==> src/rtl/us_ping_scheduler_pkg.sv <==
// Shared definitions for the ultrasonic ranger scheduler: slot states,
// sensor indices, distance codes and the round-robin selection helper.
package us_ping_scheduler_pkg;

  typedef enum logic [2:0] {
    ST_IDLE,
    ST_TRIG,
    ST_WAIT_ECHO,
    ST_ECHO,
    ST_GUARD
  } state_t;

  localparam int unsigned NUM_SENSORS = 4;

  localparam logic [1:0] SIDE_BACK  = 2'd0;
  localparam logic [1:0] SIDE_FRONT = 2'd1;
  localparam logic [1:0] FRONT      = 2'd2;
  localparam logic [1:0] BACK       = 2'd3;

  localparam logic [7:0] DIST_NONE = 8'hFF;
  localparam logic [7:0] DIST_SAT  = 8'hFE;

  // Nearest set mask bit after cur in 0->1->2->3->0 order. When incl_cur is
  // set, cur itself has top priority; otherwise it is the last resort, which
  // is what lets a lone sensor repeat back to back.
  function automatic logic [1:0] next_sensor(input logic [1:0] cur,
                                             input logic [3:0] mask,
                                             input logic       incl_cur);
    logic [1:0] pick;
    logic [1:0] off;
    logic [1:0] cand;
    pick = cur;
    if (!incl_cur && mask[cur]) pick = cur;
    for (int unsigned k = 0; k < 3; k++) begin
      off  = 2'(3 - k);
      cand = cur + off;
      if (mask[cand]) pick = cand;
    end
    if (incl_cur && mask[cur]) pick = cur;
    return pick;
  endfunction

endpackage

==> src/rtl/us_ping_scheduler_if.sv <==
// Control, pad and result bundle of the ultrasonic ranger scheduler.
interface us_ping_scheduler_if;
  import us_ping_scheduler_pkg::*;

  logic                         enable;
  logic [NUM_SENSORS-1:0]       sensor_mask;
  logic [NUM_SENSORS-1:0]       sig_in;
  logic [NUM_SENSORS-1:0]       sig_out;
  logic [NUM_SENSORS-1:0]       sig_oe;
  logic [8*NUM_SENSORS-1:0]     distance;
  logic [NUM_SENSORS-1:0]       valid;
  logic [NUM_SENSORS-1:0]       timeout;
  logic [1:0]                   active;
  logic                         busy;

  modport master (
    input  enable, sensor_mask, sig_in,
    output sig_out, sig_oe, distance, valid, timeout, active, busy
  );

  modport slave (
    output enable, sensor_mask, sig_in,
    input  sig_out, sig_oe, distance, valid, timeout, active, busy
  );
endinterface

==> src/rtl/us_tick_gen.sv <==
// Free-running 1 us tick prescaler; at 1 MHz the tick is high every cycle.
module us_tick_gen #(
  parameter int unsigned CLK_HZ = 100_000_000
) (
  input  logic clk,
  input  logic rst_n,
  output logic tick
);
  localparam int unsigned DIV  = (CLK_HZ / 1_000_000 > 1) ? CLK_HZ / 1_000_000 : 1;
  localparam int unsigned CW   = $clog2(DIV + 1);
  localparam logic [CW-1:0] LAST = CW'(DIV - 1);

  logic [CW-1:0] cnt;

  always_ff @(posedge clk or negedge rst_n) begin
    if (!rst_n) begin
      cnt  <= '0;
      tick <= 1'b0;
    end else if (cnt == LAST) begin
      cnt  <= '0;
      tick <= 1'b1;
    end else begin
      cnt  <= cnt + 1'b1;
      tick <= 1'b0;
    end
  end
endmodule

==> src/rtl/us_ping_scheduler.sv <==
// Round-robin scheduler for four single-pin ultrasonic rangers: triggers one
// sensor per slot, measures its echo in centimetres and publishes the result.
module us_ping_scheduler
  import us_ping_scheduler_pkg::*;
#(
  parameter int unsigned CLK_HZ        = 100_000_000,
  parameter int unsigned TRIG_US       = 5,
  parameter int unsigned ECHO_START_US = 1000,
  parameter int unsigned ECHO_MAX_US   = 18500,
  parameter int unsigned GUARD_US      = 10000,
  parameter int unsigned US_PER_CM     = 58
) (
  input  logic                 clk,
  input  logic                 rst_n,
  us_ping_scheduler_if.master  bus
);
  localparam int unsigned T1   = (ECHO_MAX_US > GUARD_US) ? ECHO_MAX_US : GUARD_US;
  localparam int unsigned T2   = (T1 > ECHO_START_US) ? T1 : ECHO_START_US;
  localparam int unsigned TMAX = (T2 > TRIG_US) ? T2 : TRIG_US;
  localparam int unsigned TW   = $clog2(TMAX + 1);
  localparam int unsigned SW   = $clog2(US_PER_CM + 1);

  localparam logic [TW-1:0] TRIG_LAST  = TW'(TRIG_US - 1);
  localparam logic [TW-1:0] START_LAST = TW'(ECHO_START_US - 1);
  localparam logic [TW-1:0] ECHO_LIMIT = TW'(ECHO_MAX_US);
  localparam logic [TW-1:0] GUARD_LAST = TW'(GUARD_US - 1);
  localparam logic [SW-1:0] SUB_LAST   = SW'(US_PER_CM - 1);

  logic                   tick;
  logic [3:0]             sig_meta;
  logic [3:0]             sig_sync;
  logic                   echo;
  state_t                 state;
  logic [TW-1:0]          timer;
  logic [SW-1:0]          sub;
  logic [7:0]             cm;
  logic                   first_slot;
  logic [1:0]             next_sel;
  logic [3:0]             sel_onehot;

  us_tick_gen #(.CLK_HZ(CLK_HZ)) u_tick (
    .clk   (clk),
    .rst_n (rst_n),
    .tick  (tick)
  );

  always_ff @(posedge clk or negedge rst_n) begin
    if (!rst_n) begin
      sig_meta <= '0;
      sig_sync <= '0;
    end else begin
      sig_meta <= bus.sig_in;
      sig_sync <= sig_meta;
    end
  end

  // The first slot after reset starts at sensor 0 itself; later slots move on.
  always_comb begin
    echo       = sig_sync[bus.active];
    next_sel   = next_sensor(bus.active, bus.sensor_mask, first_slot);
    sel_onehot = 4'b0001 << next_sel;
  end

  always_ff @(posedge clk or negedge rst_n) begin
    if (!rst_n) begin
      state       <= ST_IDLE;
      timer       <= '0;
      sub         <= '0;
      cm          <= '0;
      first_slot  <= 1'b1;
      bus.sig_out <= '0;
      bus.sig_oe  <= '0;
      bus.distance <= '1;
      bus.valid   <= '0;
      bus.timeout <= '0;
      bus.active  <= SIDE_BACK;
      bus.busy    <= 1'b0;
    end else begin
      bus.valid <= '0;
      case (state)
        ST_IDLE: begin
          if (bus.enable && bus.sensor_mask != '0) begin
            state       <= ST_TRIG;
            timer       <= '0;
            first_slot  <= 1'b0;
            bus.active  <= next_sel;
            bus.sig_oe  <= sel_onehot;
            bus.sig_out <= sel_onehot;
            bus.busy    <= 1'b1;
          end
        end
        ST_TRIG: begin
          if (tick) begin
            if (timer == TRIG_LAST) begin
              state       <= ST_WAIT_ECHO;
              timer       <= '0;
              bus.sig_oe  <= '0;
              bus.sig_out <= '0;
            end else begin
              timer <= timer + 1'b1;
            end
          end
        end
        ST_WAIT_ECHO: begin
          if (echo) begin
            // The cycle the rise is seen already counts as the first echo tick.
            state <= ST_ECHO;
            cm    <= '0;
            timer <= TW'(tick);
            sub   <= SW'(tick);
          end else if (tick) begin
            if (timer == START_LAST) begin
              state <= ST_GUARD;
              timer <= '0;
              bus.distance[bus.active*8 +: 8] <= DIST_NONE;
              bus.timeout[bus.active] <= 1'b1;
              bus.valid[bus.active]   <= 1'b1;
            end else begin
              timer <= timer + 1'b1;
            end
          end
        end
        ST_ECHO: begin
          if (!echo) begin
            state <= ST_GUARD;
            timer <= '0;
            bus.distance[bus.active*8 +: 8] <= cm;
            bus.timeout[bus.active] <= 1'b0;
            bus.valid[bus.active]   <= 1'b1;
          end else if (tick) begin
            if (timer == ECHO_LIMIT) begin
              state <= ST_GUARD;
              timer <= '0;
              bus.distance[bus.active*8 +: 8] <= DIST_NONE;
              bus.timeout[bus.active] <= 1'b1;
              bus.valid[bus.active]   <= 1'b1;
            end else begin
              timer <= timer + 1'b1;
              if (sub == SUB_LAST) begin
                sub <= '0;
                if (cm != DIST_SAT) cm <= cm + 1'b1;
              end else begin
                sub <= sub + 1'b1;
              end
            end
          end
        end
        ST_GUARD: begin
          if (tick) begin
            if (timer == GUARD_LAST) begin
              timer <= '0;
              if (bus.enable && bus.sensor_mask != '0) begin
                state       <= ST_TRIG;
                bus.active  <= next_sel;
                bus.sig_oe  <= sel_onehot;
                bus.sig_out <= sel_onehot;
              end else begin
                state    <= ST_IDLE;
                bus.busy <= 1'b0;
              end
            end else begin
              timer <= timer + 1'b1;
            end
          end
        end
        default: begin
          state       <= ST_IDLE;
          bus.sig_oe  <= '0;
          bus.sig_out <= '0;
          bus.busy    <= 1'b0;
        end
      endcase
    end
  end
endmodule

==> src/flat_wrapper.sv <==
// flat-port wrapper written by rule: the top's interface ports become plain ports
module us_ping_scheduler_flat import us_ping_scheduler_pkg::*;
#(
  parameter int unsigned CLK_HZ        = 100_000_000,
  parameter int unsigned TRIG_US       = 5,
  parameter int unsigned ECHO_START_US = 1000,
  parameter int unsigned ECHO_MAX_US   = 18500,
  parameter int unsigned GUARD_US      = 10000,
  parameter int unsigned US_PER_CM     = 58
)
  (clk, rst_n, bus_enable, bus_sensor_mask, bus_sig_in, bus_sig_out, bus_sig_oe, bus_distance, bus_valid, bus_timeout, bus_active, bus_busy);
  us_ping_scheduler_if bus_i ();
  input  logic clk;
  input  logic rst_n;
  input wire logic [$bits(bus_i.enable)-1:0] bus_enable;
  input wire logic [$bits(bus_i.sensor_mask)-1:0] bus_sensor_mask;
  input wire logic [$bits(bus_i.sig_in)-1:0] bus_sig_in;
  output wire logic [$bits(bus_i.sig_out)-1:0] bus_sig_out;
  output wire logic [$bits(bus_i.sig_oe)-1:0] bus_sig_oe;
  output wire logic [$bits(bus_i.distance)-1:0] bus_distance;
  output wire logic [$bits(bus_i.valid)-1:0] bus_valid;
  output wire logic [$bits(bus_i.timeout)-1:0] bus_timeout;
  output wire logic [$bits(bus_i.active)-1:0] bus_active;
  output wire logic [$bits(bus_i.busy)-1:0] bus_busy;
  assign bus_i.enable = bus_enable;
  assign bus_i.sensor_mask = bus_sensor_mask;
  assign bus_i.sig_in = bus_sig_in;
  assign bus_sig_out = bus_i.sig_out;
  assign bus_sig_oe = bus_i.sig_oe;
  assign bus_distance = bus_i.distance;
  assign bus_valid = bus_i.valid;
  assign bus_timeout = bus_i.timeout;
  assign bus_active = bus_i.active;
  assign bus_busy = bus_i.busy;
  us_ping_scheduler #(.CLK_HZ(CLK_HZ), .TRIG_US(TRIG_US), .ECHO_START_US(ECHO_START_US), .ECHO_MAX_US(ECHO_MAX_US), .GUARD_US(GUARD_US), .US_PER_CM(US_PER_CM)) u_core (.clk(clk), .rst_n(rst_n), .bus(bus_i));
endmodule
==> config.mk <==
export PLATFORM = sky130hd
export DESIGN_NAME = us_ping_scheduler_flat
export DESIGN_NICKNAME = d
export VERILOG_FILES = /design/src/rtl/us_ping_scheduler_pkg.sv /design/src/rtl/us_ping_scheduler_if.sv /design/src/rtl/us_tick_gen.sv /design/src/rtl/us_ping_scheduler.sv /design/src/flat_wrapper.sv
export SDC_FILE = /design/constraint.sdc
export NUM_CORES = 1
export LEC_CHECK = 0
export CAP_MARGIN = 20
export CORE_ASPECT_RATIO = 1.25
export CORE_UTILIZATION = 50
export CTS_BUF_LIST = sky130_fd_sc_hd__clkbuf_8
export DETAILED_ROUTE_END_ITERATION = 12
export GPL_TIMING_DRIVEN = 0
export PLACE_DENSITY = 0.82
export SYNTH_ARGS = -nofsm -noshare
export SYNTH_HDL_FRONTEND = slang
export SYNTH_SLANG_ARGS = --single-unit
==> constraint.sdc <==
create_clock -name clk -period 4.67 [get_ports clk]
set_input_delay 1.1675 -clock clk [delete_from_list [all_inputs] [get_ports clk]]
set_output_delay 1.1675 -clock clk [all_outputs]
set_load 0.03 [all_outputs]
==> results of run 1 <==
[layout by cell type (no fill, tap or decap), types with 6 or more instances in the layout]
cell type / count
dfrtp_1: 63
dfstp_2: 33
nor2_1: 32
and2_1: 10
o21ba_2: 8
clkdlybuf4s50_1: 58
nand2_1: 63
nor3_1: 9
clkbuf_1: 12
a22o_1: 7
a2bb2oi_1: 27
clkbuf_8: 10
a21oi_1: 24
nor2b_1: 6
buf_2: 9
ha_1: 14
nand3_1: 22
inv_1: 12
o21ai_0: 27
xor2_1: 9
and3_1: 6
xnor2_1: 7
[power groups by stage]
stage                     Clock [mW]  Combinational [mW]  Sequential, mW
after floorplan                    0              0.0118           0.853
after detailed placement           0              0.0440           0.853
after global placement             0              0.0400           0.853
final                          0.490              0.0433           0.838
after CTS                      0.503              0.0443           0.838
after global routing           0.531              0.0487           0.838
[state kept, by name (all words and copies together), names as in the netlist, named ones only]
| signal | cells |
|---|---|
| u_core.sig_meta | 4 |
| u_core.sub | 6 |
| u_core.u_tick.tick | 1 |
| u_core.u_tick.cnt | 7 |
| u_core.bus.busy | 1 |
| u_core.bus.sig_oe | 4 |
| u_core.first_slot | 1 |
| u_core.timer | 15 |
| u_core.state | 3 |
| u_core.sig_sync | 4 |
| u_core.bus.valid | 4 |
| u_core.cm | 8 |
| u_core.bus.active | 2 |
| u_core.bus.distance | 32 |
[final cells by class]
cell class	count	area [um2]
fill	775	3720
sequential	96	2440
multi-input combinational	351	2300
timing repair buffer	61	626
tap	126	158
buffer	31	150
clock buffer	10	138
inverter	12	45.0
clock inverter	6	36.3
[layer usage]
| layer | wire length (um) | global-route usage | share of wire | vias up |
|---|---|---|---|---|
| met4 | 288 | 0.107 | 0.026 | 0 |
| met1 | 4660 | 0.288 | 0.43 | 1937 |
| met3 | 404 | 0.0323 | 0.037 | 26 |
| met5 | 0 | 0 | 0 | - |
| li1 | - | - | - | 1899 |
| met2 | 5550 | 0.383 | 0.51 | 120 |
[worst paths after layout]
path / to / slack (ns) / cells after the start
worst max-delay path: u_core.timer[7]$_DFFE_PN0P_ / 1.39 / 9
worst min-delay path: u_core.sig_sync[3]$_DFF_PN0_ / 0.36 / 0
worst max register to register: u_core.bus.distance[12]$_DFFE_PN1P_ / 1.50 / 8
worst min register to register: u_core.sig_sync[3]$_DFF_PN0_ / 0.36 / 0
max in group asynchronous: u_core.first_slot$_DFFE_PN1P_ / 3.24 / 2
min in group asynchronous: u_core.sub[0]$_DFFE_PN0P_ / 0.73 / 1
[worst max-delay path, cell delays in order]
cell	delay, ns
clkdlybuf4s50_1	0.55
o41ai_2	0.58
o21ai_0	0.23
a21o_4	0.30
nor2_8	0.19
a21oi_2	0.06
buf_2	0.20
a22oi_1	0.14
o21ai_0	0.10
[per-stage QoR]
step | power (mW) | instance area (um2)
CTS | 1.38 | 5890
floorplan | 0.865 | 4940
detailed placement | 0.897 | 5720
finish | 1.37 | 5890
global placement | 0.893 | 5680
global route | 1.42 | 5890
[cells by family after synthesis]
kind of cell,after synthesis
mux,7
simple gates,183
compound gates,130
buf+inv,43
xor+xnor,16
fa+ha+maj,15
flops,96
==> flow_summary.json, run 1 <==
{
  "synth.distinct_cells": 64,
  "place_inst": 677,
  "hold_ws_ns": 0.355,
  "grt_max_degree": 68,
  "switching_power_mw": 0.316,
  "layout_setup_ws_ns": 1.39,
  "p_seq_frac": 0.611,
  "numClockSinks": 96,
  "combPwrFrac": 0.032,
  "synth_compound_area_frac": 0.193,
  "synth_top_family_by_area": "compound AO/OA/AOI/OAI gates",
  "drive_gt1_frac": 0.148,
  "synthTopCellsByCount": "63 x dfrtp_1, 63 x nand2_1, 33 x dfstp_2",
  "yosys_warnings": 0,
  "synth-edff-count": 0,
  "tns_ns": 0,
  "cts.repair.resized": 0,
  "synth_nets": 515,
  "cp_max_fo": 10,
  "grt.total_usage": 0.227,
  "io_pins": 62,
  "stdcell_count": 693,
  "num_vias": 3982,
  "first_pass_iters": 5,
  "cts_buffer_depth": 2,
  "postCtsHoldBufs": 0,
  "coreArea_um2": 9610,
  "vias_per_cell": 5.75,
  "drt-initial-drc-count": 223,
  "synth_area_leaders": "dfrtp_1 32%, dfstp_2 18%, a2bb2oi_1 4.8%",
  "outcome": "completed",
  "start_util": 0.514,
  "pwr-share-clk": 0.357,
  "finalCriticalPeriod_ns": 3.28,
  "wire_per_inst_um": 15.7,
  "worst_pin_slew_ns": 0.920,
  "cp-start-kind": "input pin",
  "swShare": 0.230,
  "grt_first_pass_wirelength_um": 18600,
  "hpwl_um": 7730,
  "cp-end-kind": "register",
  "synth.area.mux_share": 0.0195,
  "synthAdderAreaFrac": 0.0375,
  "arrival_ns": 3.53,
  "ys_ff_latch": 96,
  "area_delta_synth_final_pct": 19.4,
  "cts_tree": "done",
  "syn_inst": 490,
  "syn_area_um2": 4940,
  "fmax_ghz": 0.305,
  "syn_area_per_cell_um2": 10.1,
  "gp_congestion": 0.893,
  "max_cap_viol_count": 0,
  "fp.dieArea_um2": 10300,
  "slew_headroom": 0.382,
  "nNetsFinal": 587,
  "clkSlewWorstSetupHoldPaths_ns": 0.09,
  "ctsRootBufferMaster": "clkbuf_8",
  "pre_cts_ws_ns": 1.05,
  "grt_overflow": 0,
  "first_global_vias": 3815,
  "p_int_mw": 1.05,
  "finClkSkew_ns": 0.00806,
  "r2r-start": "u_core.bus.active[0]$_DFFE_PN0P_",
  "required_ns": 4.92,
  "rows": 40,
  "synthSimpleGateAreaFrac": 0.187,
  "rsz0062_at_grt": "false",
  "portBuffers": 59,
  "cts_made_buffers": 9,
  "finalWirelength_um": 10900,
  "post-cts-setup-buffers": 0,
  "grt_antenna_before_repair": 0,
  "powerDensity_nw_per_um2": 233,
  "worst_ir_drop_vdd_mv": 0.152,
  "crit_start": "bus_sensor_mask[1]",
  "fp.dieH_um": 113,
  "crit_type": "in2reg",
  "setup_viol": 0,
  "h-tree-depth": 3,
  "leakagePower_nw": 2.44,
  "clk_latency_ns": 0.37,
  "finalCritPeriodShare": 0.703,
  "min_path_type": "reg2reg",
  "yosys.area.top_type": "dfrtp_1",
  "async_reset_ff_frac": 1.00,
  "utilization": 0.613,
  "slew_viol_final": 0,
  "min-delay-start": "u_core.sig_meta[3]$_DFF_PN0_",
  "hold_viol": 0,
  "drc": 0,
  "yosysTopAreaCellShare": 0.319,
  "synth_ff_type": "dfrtp_1",
  "die_width_um": 90.9,
  "final_antenna_net_count": 0,
  "ys_seq_area_frac": 0.495,
  "antennaDiodeCount": 0,
  "synth_xor_area_frac": 0.0284
}
Note: power is estimated with default switching activity, not from simulation.
==> inputs of run 2 (changes only) <==
Settings changed: PLACE_DENSITY 0.82 to 0.85.
Clock period 4.67 ns to 2.8 ns, I/O delays scaled along.
==> run 2 against run 1 <==
Via count grew 0.58%. Critical path depth stayed put. Register-to-register slack worse by 1.4 ns. Sequential power is 67% higher. Clock power grew 120%. Global-route usage rose by 1.0 points. Combinational power grew 73%. Clock skew decreased by 0.0025 ns. First-iteration DRC count rose by 9.4%. Setup slack worse by 1.3 ns.
==> flow_summary.json, run 2 (synthesis gave the netlist of run 1 again) <==
{
  "place_inst": 677,
  "first_global_vias": 3987,
  "hold_viol": 0,
  "cts_made_buffers": 9,
  "setup_viol": 0,
  "final_common_cell": "nand2_1",
  "drc": 0,
  "fmax_ghz": 0.370,
  "drt-initial-drc-count": 244,
  "h-tree-depth": 3,
  "min_path_type": "in2async",
  "drive_gt1_frac": 0.170,
  "finClkSkew_ns": 0.00559,
  "clkSlewWorstSetupHoldPaths_ns": 0.09,
  "wire_per_inst_um": 16.4,
  "outcome": "completed",
  "hold_ws_ns": 0.352,
  "utilization": 0.628,
  "io_pins": 62,
  "fp.dieH_um": 113,
  "postCtsHoldBufs": 0,
  "portBuffers": 59,
  "fillers": 795,
  "max_stage_delay_ns": 0.57,
  "area_delta_synth_final_pct": 22.2,
  "start_util": 0.514,
  "fp.dieArea_um2": 10300,
  "cts_buffer_depth": 2,
  "crit_slowest_cell": "clkdlybuf4s50_1",
  "grt_max_degree": 54,
  "grt_first_pass_wirelength_um": 19400,
  "cp-end-kind": "register",
  "leakagePower_nw": 2.49,
  "finalCritPeriodShare": 0.966,
  "coreArea_um2": 9610,
  "cp_max_fo": 10,
  "final_cell_mix": "63 x nand2_1, 62 x dfrtp_1, 58 x clkdlybuf4s50_1",
  "worst_ir_drop_vdd_mv": 0.296,
  "rows": 40,
  "cts_tree": "done",
  "largest_register_ffs": 32,
  "arrival_ns": 2.95,
  "top_regs": "u_core.bus.distance: 32 flops, u_core.timer: 15 flops, u_core.cm: 8 flops",
  "crit_start": "bus_sensor_mask[0]",
  "max_cap_viol_count": 0,
  "final_antenna_net_count": 0,
  "r2r-start": "u_core.bus.active[0]$_DFFE_PN0P_",
  "grt.total_usage": 0.237,
  "nNetsFinal": 589,
  "hpwl_um": 8080,
  "cp_top_family": "compound AO/OA/AOI/OAI gates",
  "tns_ns": 0,
  "finalWirelength_um": 11400,
  "layout_setup_ws_ns": 0.0952,
  "grt_antenna_before_repair": 0,
  "first_pass_iters": 5,
  "pre_cts_ws_ns": -0.371,
  "clk_latency_ns": 0.37,
  "vias_per_cell": 5.76,
  "stdcell_count": 695,
  "die_width_um": 90.9,
  "numClockSinks": 96,
  "path_cells": "clkdlybuf4s50_1 > o41ai_4 > o21ai_0 > a21o_4 > nor2_8 > a21oi_2 > buf_2 > a21oi_1 > mux2i_1",
  "gp_congestion": 0.927,
  "finalCriticalPeriod_ns": 2.70,
  "required_ns": 3.05,
  "slew_viol_final": 0,
  "rr_worst_depth": 7,
  "top_register": "u_core.bus.distance",
  "antennaDiodeCount": 0,
  "cp-start-kind": "input pin",
  "cp.depth": 9,
  "crit_buf_inv": 2,
  "crit_type": "in2reg",
  "num_vias": 4005,
  "slew_headroom": 0.566,
  "grt_overflow": 0,
  "powerDensity_nw_per_um2": 425,
  "worst_pin_slew_ns": 0.651,
  "ctsRootBufferMaster": "clkbuf_8"
}
[run 2: power by group]
group          internal (mW)  switching (mW)
combinational         0.0249          0.0501
clock                  0.614           0.479
sequential              1.39         0.00278
total                   2.03           0.532
[run 2: per-stage QoR]
stage	total power, mW	instance area, um2
2_1_floorplan	1.44	4940
3_3_place_gp	1.49	5680
3_5_place_dp	1.50	5710
4_1_cts	2.58	5990
5_1_grt	2.65	6030
6_report	2.57	6030
[run 2: final timing paths]
path                            slack [ns]                            end
worst max-delay path                   0.1   u_core.timer[12]$_DFFE_PN0P_
worst min-delay path                  0.35      u_core.sub[4]$_DFFE_PN0P_
worst max register to register        0.13    u_core.state[2]$_DFFE_PN0P_
worst min register to register        0.36   u_core.sig_sync[3]$_DFF_PN0_
max in group asynchronous             1.72  u_core.first_slot$_DFFE_PN1P_
min in group clk                      0.36   u_core.sig_sync[3]$_DFF_PN0_
[run 2: layer usage]
metal / vias up / global-route usage / routed length, um
li1: 1893 / - / -
met1: 1975 / 0.290 / 4770
met2: 118 / 0.412 / 5950
met3: 19 / 0.0397 / 459
met4: 0 / 0.103 / 224
met5: - / 0 / 0
[run 2: what timing repair did]
| action | CTS | global route |
|---|---|---|
| setup buffers | 0 | 2 |
| gates resized for setup | 8 | 6 |
| endpoints found under the setup margin | 38 | 48 |
| pin swaps | 0 | 1 |
[run 2: area by class of cell]
| type | instances | area (um2) | area share |
|---|---|---|---|
| multi-input combinational | 351 | 2350 | 0.390 |
| buffer | 31 | 154 | 0.0255 |
| tap | 126 | 158 | 0.0261 |
| sequential | 96 | 2440 | 0.405 |
| inverter | 12 | 46.3 | 0.00767 |
| clock buffer | 10 | 138 | 0.0228 |
| timing repair buffer | 63 | 633 | 0.105 |
| clock inverter | 6 | 108 | 0.0178 |
==> inputs of run 3 (changes only) <==
Settings changed: CORE_UTILIZATION 50 to 52, PLACE_DENSITY 0.85 to 0.88.
==> run 3 against run 2 <==
Sequential cell count unchanged. Cell count down 0.43%. Via count up 1.2%. Highest routed layer unchanged. Largest power group unchanged. Combinational power up 0.8%. Count of clock-buffer cells in the layout up 1. Fmax up 0.16%. Non-clock buffer count unchanged. Utilization up 2.4 points. Sequential share of layout area up 0.36 points. Die area down 3.8%. Clock skew up 0.012 ns. Cell area down 0.89%.
==> flow_summary.json, run 3 (synthesis gave the netlist of run 1 again) <==
{
  "coreArea_um2": 9170,
  "io_pins": 62,
  "nNetsFinal": 589,
  "h-tree-depth": 3,
  "rows": 39,
  "numClockSinks": 96,
  "placed_area_um2": 5720,
  "worst_pin_slew_ns": 0.615,
  "rsz0062_at_grt": "false",
  "cts_buffer_depth": 2,
  "regArea_um2": 2440,
  "finalCritPeriodShare": 0.964,
  "clk_latency_ns": 0.38,
  "max_cap_viol_count": 0,
  "top_register": "u_core.bus.distance",
  "antennaDiodeCount": 0,
  "tns_ns": 0,
  "fmax_ghz": 0.370,
  "hpwl_um": 8050,
  "leakagePower_nw": 2.47,
  "fillers": 737,
  "clkSlewWorstSetupHoldPaths_ns": 0.10,
  "worst_ir_drop_vdd_mv": 0.383,
  "final_common_cell": "nand2_1",
  "top_regs": "u_core.bus.distance: 32 flops, u_core.timer: 15 flops, u_core.cm: 8 flops",
  "grt_overflow": 0,
  "num_vias": 4054,
  "fp.dieH_um": 111,
  "slew_viol_final": 0,
  "finalCriticalPeriod_ns": 2.70,
  "min_path_type": "in2async",
  "arrival_ns": 2.96,
  "first_global_vias": 3990,
  "grt_max_degree": 51,
  "drive_gt1_frac": 0.172,
  "grt_first_pass_wirelength_um": 19000,
  "start_util": 0.538,
  "setup_viol": 0,
  "first_pass_iters": 5,
  "crit_type": "reg2reg",
  "drt-initial-drc-count": 319,
  "die_width_um": 89.1,
  "outcome": "completed",
  "largest_register_ffs": 32,
  "finalWirelength_um": 11300,
  "final_cell_mix": "63 x nand2_1, 62 x dfrtp_1, 58 x clkdlybuf4s50_1",
  "cp_max_fo": 10,
  "cts_made_buffers": 9,
  "finClkSkew_ns": 0.0180,
  "slew_headroom": 0.590,
  "cts_tree": "done",
  "fp.dieArea_um2": 9890,
  "final_antenna_net_count": 0,
  "cp-start-kind": "register",
  "portBuffers": 59,
  "gp_congestion": 0.924,
  "grt.total_usage": 0.246,
  "cp-end-kind": "register",
  "ctsRootBufferMaster": "clkbuf_8",
  "final_area_um2": 5980,
  "grt_antenna_before_repair": 0,
  "required_ns": 3.06,
  "area_delta_synth_final_pct": 21.1,
  "vias_per_cell": 5.86,
  "drc": 0,
  "powerDensity_nw_per_um2": 389,
  "hold_viol": 0,
  "multi_input_area_um2": 2360,
  "wire_per_inst_um": 16.3
}
## run 3: worst paths after layout
path,start,end,slack (ns),cells after the start
worst max-delay path,u_core.bus.active[0]$_DFFE_PN0P_,u_core.bus.sig_oe[2]$_DFFE_PN0P_,0.1,10
worst min-delay path,rst_n,async pin,0.31,1
worst max register to register,u_core.bus.active[0]$_DFFE_PN0P_,u_core.bus.sig_oe[2]$_DFFE_PN0P_,0.1,10
worst min register to register,u_core.sig_meta[3]$_DFF_PN0_,u_core.sig_sync[3]$_DFF_PN0_,0.35,0
max in group asynchronous,rst_n,u_core.first_slot$_DFFE_PN1P_,1.77,2
min in group clk,u_core.sig_meta[3]$_DFF_PN0_,u_core.sig_sync[3]$_DFF_PN0_,0.35,0
## run 3: layout make-up
cell class              count  share of cell area
clock inverters             5             0.00523
plain buffers              31              0.0257
repair buffers             63               0.107
multi-input cells         351               0.394
flip-flops and latches     96               0.409
clock buffers              11              0.0253
well taps                 123              0.0257
inverters                  12             0.00774
## run 3: worst max-delay path, stage by stage (launching register included)
cell and delay, ns:
dfrtp_2 0.45, clkbuf_4 0.26, clkinv_2 0.17, ha_1 0.37, clkbuf_2 0.20, a221oi_1 0.34, o22ai_1 0.11, a21oi_1 0.17
nor2_1 0.10, and2_1 0.17, a22o_1 0.24
## run 3: routing by layer
layer / global-route usage / up-vias / part of all wire
met5: 0 / - / 0
met4: 0.101 / 0 / 0.026
met3: 0.0328 / 27 / 0.048
met2: 0.418 / 146 / 0.53
met1: 0.309 / 1989 / 0.40
li1: - / 1892 / -
## run 3: stage by stage
step	std cells	worst slack [ns]	hold slack (ns)	utilization	total power, mW
2_1_floorplan	490	0.00960	0.331	-	1.44
3_3_place_gp	672	-2.19	0.337	0.619	1.49
3_5_place_dp	674	-0.394	0.336	0.623	1.50
4_1_cts	690	0.0185	0.340	0.647	2.34
5_1_grt	692	0.00550	0.362	0.652	2.40
6_report	692	0.0996	0.315	0.652	2.33
## run 3: power breakdown
| group | internal, mW | switching (mW) | total [mW] |
|---|---|---|---|
| logic | 0.0254 | 0.0500 | 0.0755 |
| registers | 1.39 | 0.00241 | 1.40 |
| clock network | 0.370 | 0.485 | 0.855 |
| total | 1.79 | 0.537 | 2.33 |
## run 3: what timing repair did
item | CTS | global route
setup endpoints to repair | 37 | 47
pin swaps | 0 | 1
hold buffers | 0 | 0
gates resized for setup | 8 | 6
buffers inserted | 0 | 2
